`src/rtl/arith_arbiter_if.sv`:
```
// Handshake bundle between two requesters, the shared add/sub arbiter and the result consumer.
// res_ovf exists only when ARITH_ARB_OVF_EN is defined.
interface arith_arbiter_if #(
    parameter int WIDTH = 32
);
    logic             req0_valid;
    logic             req0_ready;
    logic [WIDTH-1:0] req0_a;
    logic [WIDTH-1:0] req0_b;
    logic             req0_ctrl;

    logic             req1_valid;
    logic             req1_ready;
    logic [WIDTH-1:0] req1_a;
    logic [WIDTH-1:0] req1_b;
    logic             req1_ctrl;

    logic             res_valid;
    logic             res_ready;
    logic [WIDTH-1:0] res_z;
    logic             res_cout;
    logic             res_id;
`ifdef ARITH_ARB_OVF_EN
    logic             res_ovf;
`endif

    modport master (
        output req0_valid, req0_a, req0_b, req0_ctrl,
        output req1_valid, req1_a, req1_b, req1_ctrl,
        output res_ready,
        input  req0_ready, req1_ready,
        input  res_valid, res_z, res_cout, res_id
`ifdef ARITH_ARB_OVF_EN
        , input res_ovf
`endif
    );

    modport slave (
        input  req0_valid, req0_a, req0_b, req0_ctrl,
        input  req1_valid, req1_a, req1_b, req1_ctrl,
        input  res_ready,
        output req0_ready, req1_ready,
        output res_valid, res_z, res_cout, res_id
`ifdef ARITH_ARB_OVF_EN
        , output res_ovf
`endif
    );
endinterface

```
`src/rtl/arith_arbiter.sv`:
```
// Two-requester round-robin arbiter sharing one add/sub unit with a single result register.
// Define ARITH_ARB_OVF_EN to add the registered signed-overflow flag res_ovf.
module arith_arbiter #(
    parameter int WIDTH = 32
) (
    input  logic               clk,
    input  logic               reset,
    arith_arbiter_if.slave     bus
);
    typedef enum logic {IDLE = 1'b0, HOLD = 1'b1} state_t;

    state_t           state, state_next;
    logic             last_grant;
    logic             grant;
    logic             slot_free;
    logic             accept;
    logic             op_ctrl;
    logic [WIDTH-1:0] op_a, op_b, b_eff;
    logic [WIDTH:0]   sum;
    logic [WIDTH-1:0] z_reg;
    logic             cout_reg;
    logic             id_reg;
`ifdef ARITH_ARB_OVF_EN
    logic             ovf_reg;
`endif

    // Reset gates the slot so nothing is accepted while it is asserted.
    assign slot_free = !reset && ((state == IDLE) || bus.res_ready);

    // NOTE: every signal driven in always_comb gets a default first, so no path can infer a latch.
    always_comb begin
        grant = bus.req1_valid;
        if (bus.req0_valid && bus.req1_valid)
            grant = ~last_grant;
    end

    assign bus.req0_ready = slot_free && bus.req0_valid && !grant;
    assign bus.req1_ready = slot_free && bus.req1_valid && grant;
    assign accept         = bus.req0_ready || bus.req1_ready;

    assign op_a    = grant ? bus.req1_a    : bus.req0_a;
    assign op_b    = grant ? bus.req1_b    : bus.req0_b;
    assign op_ctrl = grant ? bus.req1_ctrl : bus.req0_ctrl;
    assign b_eff   = op_ctrl ? ~op_b : op_b;
    assign sum     = {1'b0, op_a} + {1'b0, b_eff} + {{WIDTH{1'b0}}, op_ctrl};

    always_comb begin
        state_next = state;
        if (accept)
            state_next = HOLD;
        else if (state == HOLD && bus.res_ready)
            state_next = IDLE;
    end

    // NOTE: state registers use non-blocking assignments so all flops update together at the edge.
    always_ff @(posedge clk) begin
        if (reset) begin
            state      <= IDLE;
            last_grant <= 1'b1;
            z_reg      <= '0;
            cout_reg   <= 1'b0;
            id_reg     <= 1'b0;
`ifdef ARITH_ARB_OVF_EN
            ovf_reg    <= 1'b0;
`endif
        end else begin
            state <= state_next;
            if (accept) begin
                last_grant <= grant;
                z_reg      <= sum[WIDTH-1:0];
                cout_reg   <= sum[WIDTH];
                id_reg     <= grant;
`ifdef ARITH_ARB_OVF_EN
                ovf_reg    <= (op_a[WIDTH-1] == b_eff[WIDTH-1]) &&
                              (sum[WIDTH-1] != op_a[WIDTH-1]);
`endif
            end
        end
    end

    assign bus.res_valid = (state == HOLD);
    assign bus.res_z     = z_reg;
    assign bus.res_cout  = cout_reg;
    assign bus.res_id    = id_reg;
`ifdef ARITH_ARB_OVF_EN
    assign bus.res_ovf   = ovf_reg;
`endif
endmodule

```
`src/flat_wrapper.sv`:
```
// flat-port wrapper written by rule: the top's interface ports become plain ports
module arith_arbiter_flat 
#(
    parameter int WIDTH = 32
)
  (clk, reset, bus_req0_valid, bus_req0_a, bus_req0_b, bus_req0_ctrl, bus_req1_valid, bus_req1_a, bus_req1_b, bus_req1_ctrl, bus_res_ready, bus_req0_ready, bus_req1_ready, bus_res_valid, bus_res_z, bus_res_cout, bus_res_id);
  arith_arbiter_if #(.WIDTH(WIDTH)) bus_i ();
  input  logic clk;
  input  logic reset;
  input wire logic [$bits(bus_i.req0_valid)-1:0] bus_req0_valid;
  input wire logic [$bits(bus_i.req0_a)-1:0] bus_req0_a;
  input wire logic [$bits(bus_i.req0_b)-1:0] bus_req0_b;
  input wire logic [$bits(bus_i.req0_ctrl)-1:0] bus_req0_ctrl;
  input wire logic [$bits(bus_i.req1_valid)-1:0] bus_req1_valid;
  input wire logic [$bits(bus_i.req1_a)-1:0] bus_req1_a;
  input wire logic [$bits(bus_i.req1_b)-1:0] bus_req1_b;
  input wire logic [$bits(bus_i.req1_ctrl)-1:0] bus_req1_ctrl;
  input wire logic [$bits(bus_i.res_ready)-1:0] bus_res_ready;
  output wire logic [$bits(bus_i.req0_ready)-1:0] bus_req0_ready;
  output wire logic [$bits(bus_i.req1_ready)-1:0] bus_req1_ready;
  output wire logic [$bits(bus_i.res_valid)-1:0] bus_res_valid;
  output wire logic [$bits(bus_i.res_z)-1:0] bus_res_z;
  output wire logic [$bits(bus_i.res_cout)-1:0] bus_res_cout;
  output wire logic [$bits(bus_i.res_id)-1:0] bus_res_id;
  assign bus_i.req0_valid = bus_req0_valid;
  assign bus_i.req0_a = bus_req0_a;
  assign bus_i.req0_b = bus_req0_b;
  assign bus_i.req0_ctrl = bus_req0_ctrl;
  assign bus_i.req1_valid = bus_req1_valid;
  assign bus_i.req1_a = bus_req1_a;
  assign bus_i.req1_b = bus_req1_b;
  assign bus_i.req1_ctrl = bus_req1_ctrl;
  assign bus_i.res_ready = bus_res_ready;
  assign bus_req0_ready = bus_i.req0_ready;
  assign bus_req1_ready = bus_i.req1_ready;
  assign bus_res_valid = bus_i.res_valid;
  assign bus_res_z = bus_i.res_z;
  assign bus_res_cout = bus_i.res_cout;
  assign bus_res_id = bus_i.res_id;
  arith_arbiter #(.WIDTH(WIDTH)) u_core (.clk(clk), .reset(reset), .bus(bus_i));
endmodule
```
`config.mk`:
```
export PLATFORM = sky130hd
export DESIGN_NAME = arith_arbiter_flat
export DESIGN_NICKNAME = d
export VERILOG_FILES = /design/src/rtl/arith_arbiter_if.sv /design/src/rtl/arith_arbiter.sv /design/src/flat_wrapper.sv
export SDC_FILE = /design/constraint.sdc
export NUM_CORES = 1
export LEC_CHECK = 0
export CAP_MARGIN = 10
export CORE_AREA = 5 5 144 105
export DETAILED_ROUTE_END_ITERATION = 10
export DIE_AREA = 0 0 149 110
export GPL_TIMING_DRIVEN = 0
export SYNTH_ARGS = -nofsm -noshare
export SYNTH_HDL_FRONTEND = slang
export SYNTH_SLANG_ARGS = --single-unit
export TNS_END_PERCENT = 10
```
`constraint.sdc`:
```
create_clock -name clk -period 10.5 [get_ports clk]
set_input_delay 1.575 -clock clk [delete_from_list [all_inputs] [get_ports clk]]
set_output_delay 1.575 -clock clk [all_outputs]
set_load 0.01 [all_outputs]
```
==> flow_metrics.py <==
metrics = {
    "outcome": {
        "status": "complete, no violations",
    },
    "timing": {
        "rsz0062_at_grt": "false",
        "setup_slack_ns": 4.13,
        "maxSlewViolCount": 0,
        "finalSetupTns_ns": 0,
        "max_freq_mhz": 157,
        "relSlewSlack": 0.427,
        "hold_viol": 0,
        "worst_pin_slew_ns": 0.860,
        "period_share": 0.607,
        "period_needed_ns": 6.37,
        "finalSetupViolations": 0,
        "fin_hold_ws_ns": 0.449,
        "fin_skew_ns": 0.00525,
    },
    "synth": {
        "postSynthCellCount": 491,
        "async_flop_share": 0,
        "synth_cell_types": 52,
        "netlist_area_sq_um": 4000,
        "syn_nets": 658,
        "ys.flop_type": "dfxtp_1",
        "syn_area_per_cell_sq_um": 8.14,
        "ys_warn_count": 0,
        "synth_edf_count": 0,
        "ys_ff_latch": 36,
        "ys_seq_area_frac": 0.180,
    },
    "detailed_routing": {
        "drt-total-wl_um": 13600,
        "drt-pass1-iter-count": 4,
        "drc": 0,
        "avgViaCountPerCell": 4.77,
        "avgRoutedWirePerCell_um": 15.8,
        "drtIter0Drc": 200,
        "ant_nets": 0,
        "vias": 4102,
    },
    "final_layout": {
        "diodes": 0,
        "nets": 836,
        "drive_gt1_frac": 0.0836,
        "layout_commonest_cell": "clkdlybuf4s50_1",
        "multi_input_area_sq_um": 3130,
        "fillers": 1356,
        "final_cell_mix": "171 x clkdlybuf4s50_1, 53 x nand2_1, 48 x a21oi_1",
        "regArea_sq_um": 721,
        "fin_cells": 860,
        "synthToLayoutAreaGrowth_pct": 53.3,
    },
    "worst_setup_path": {
        "arrival_ns": 6.52,
        "worstPathMaxFanout": 10,
        "crit_chain": "clkdlybuf4s50_1 -> a21boi_4 -> mux2i_1 -> clkbuf_1 -> xor2_1 -> fa_1 -> a21o_1 -> a221oi_2 -> or3_1 -> a32oi_2 -> a211oi_1 -> a31oi_1 -> xnor2_1 -> o21ai_1",
        "critPathSlowestCell": "clkbuf_1",
        "rr_worst_depth": 13,
        "critPathLaunchType": "input port",
        "worstSetupEndpointType": "flop",
        "critPathBufInv": 2,
        "crit_family": "compound AO/OA/AOI/OAI gates",
        "cp.depth": 14,
        "critPathMaxStageDelay_ns": 0.67,
        "worstPathRequired_ns": 10.65,
        "path_class": "input port to flop",
    },
    "floorplan": {
        "core.rowCount": 36,
        "ioPinCount": 172,
        "chipHeight_um": 110,
        "die_x_um": 149,
        "start_util": 0.294,
        "die_area_sq_um": 16400,
        "core_area_sq_um": 13600,
    },
    "clocking": {
        "clk_pin_slew_ns": 0.06,
        "clockRootBuffer": "clkbuf_16",
        "clock-sinks": 36,
        "cts_tree": "built",
        "cts_resized": 0,
        "numCtsBuffers": 5,
        "cts.path.max_buffers": 2,
        "hold_buffers": 0,
        "postCtsSetupRepairBufs": 0,
        "htree_levels": 2,
        "clk_latency_ns": 0.28,
    },
    "pwr": {
        "powerDensity_nw_per_um2": 146,
        "ir_drop_v": 0.0000658,
        "p_leak_nw": 2.36,
    },
    "global_route": {
        "grt_pass1_wl_um": 21200,
        "grt_max_degree": 12,
        "grt_overflow_total": 0,
        "antenna_found_initial": 0,
        "grt_use_total": 0.160,
        "grt_pass1_vias": 4133,
    },
    "run": {
        "maxCapViolCount": 0,
    },
    "hold_path": {
        "worstHoldPathCells": 2,
        "hold_path.class": "flop to flop",
    },
    "placed_design": {
        "dp.cells": 852,
        "pre_cts_slack_ns": 3.72,
        "globalplace.congestion": 0.856,
        "dp_hpwl_um": 11600,
        "io_buffers": 171,
    },
}
worst paths after layout:
kind                             start              endpoint  slack (ns)
setup / recovery        bus_req1_valid  u_core.bus.res_z[24]        4.13
hold / removal    u_core.bus.res_z[14]  u_core.bus.res_z[14]        0.45
setup reg to reg     u_core.last_grant  u_core.bus.res_z[24]        5.63
hold reg to reg   u_core.bus.res_z[14]  u_core.bus.res_z[14]        0.45
logic make-up (layout without fill, tap and decap cells):
logic type / count (synthesis) / count (layout) / synth area share
compound gates: 136 / 136 / 0.221
xor+xnor: 61 / 61 / 0.134
fa+ha+maj: 32 / 32 / 0.102
buf+inv: 37 / 216 / 0.0363
flops: 36 / 36 / 0.180
mux: 66 / 66 / 0.176
simple gates: 123 / 123 / 0.151
flip-flops by register name (all words and copies together), names as in the netlist:
register	flops
u_core.bus.res_cout	1
u_core.bus.res_id	1
u_core.bus.res_valid	1
u_core.bus.res_z	32
u_core.last_grant	1
synth_stat cells (14+ instances only):
cell	count	area, sq um
nand2_1	53	199
xnor2_1	21	184
mux2i_1	34	340
xor2_1	40	350
a21o_1	14	105
nor2_1	18	67.6
a21oi_1	48	240
clkbuf_1	19	71.3
ha_1	31	388
mux2_2	31	349
nand3b_1	19	143
dfxtp_1	36	721
o21ai_1	27	135
report_power, final:
part	internal, W	total (W)	switching, W	leakage, nW
Clock	0.000125	0.000180	0.0000551	0.0901
Sequential	0.000165	0.000182	0.0000165	0.297
Combinational	0.000254	0.000534	0.000280	1.97
Total	0.000545	0.000896	0.000352	2.36
worst reg2reg max path, cell delays in order (launching register included):
cell	delay, ns
dfxtp_1	0.34
a21boi_4	0.28
mux2i_1	0.58
clkbuf_1	0.67
xor2_1	0.24
fa_1	0.50
a21o_1	0.22
a221oi_2	0.46
or3_1	0.22
a32oi_2	0.15
a211oi_1	0.47
a31oi_1	0.17
xnor2_1	0.32
o21ai_1	0.10
layout make-up:
type,instances,share of cell area
flip-flops and latches,36,0.118
multi-input cells,418,0.511
clock inverters,1,0.00490
clock buffers,7,0.0249
well taps,190,0.0388
repair buffers,171,0.279
inverters,8,0.00490
plain buffers,29,0.0188
per-layer routing:
| layer | track usage | part of all wire | vias to the layer above | wire length [um] |
|---|---|---|---|---|
| met5 | 0 | 0 | - | 0 |
| met4 | 0.0216 | 0.0049 | 0 | 67 |
| met3 | 0.0249 | 0.060 | 6 | 819 |
| met2 | 0.238 | 0.40 | 117 | 5460 |
| met1 | 0.248 | 0.53 | 1844 | 7200 |
| li1 | - | - | 2135 | - |
stage by stage:
step | power (W) | utilization | instance area (sq um)
5_1_grt | 0.000965 | 0.451 | 6130
3_3_place_gp | 0.000718 | 0.437 | 5950
3_5_place_dp | 0.000718 | 0.437 | 5950
6_report | 0.000896 | 0.451 | 6130
2_1_floorplan | 0.000513 | - | 4000
4_1_cts | 0.000904 | 0.451 | 6130
(Power assumes the default switching activity.)
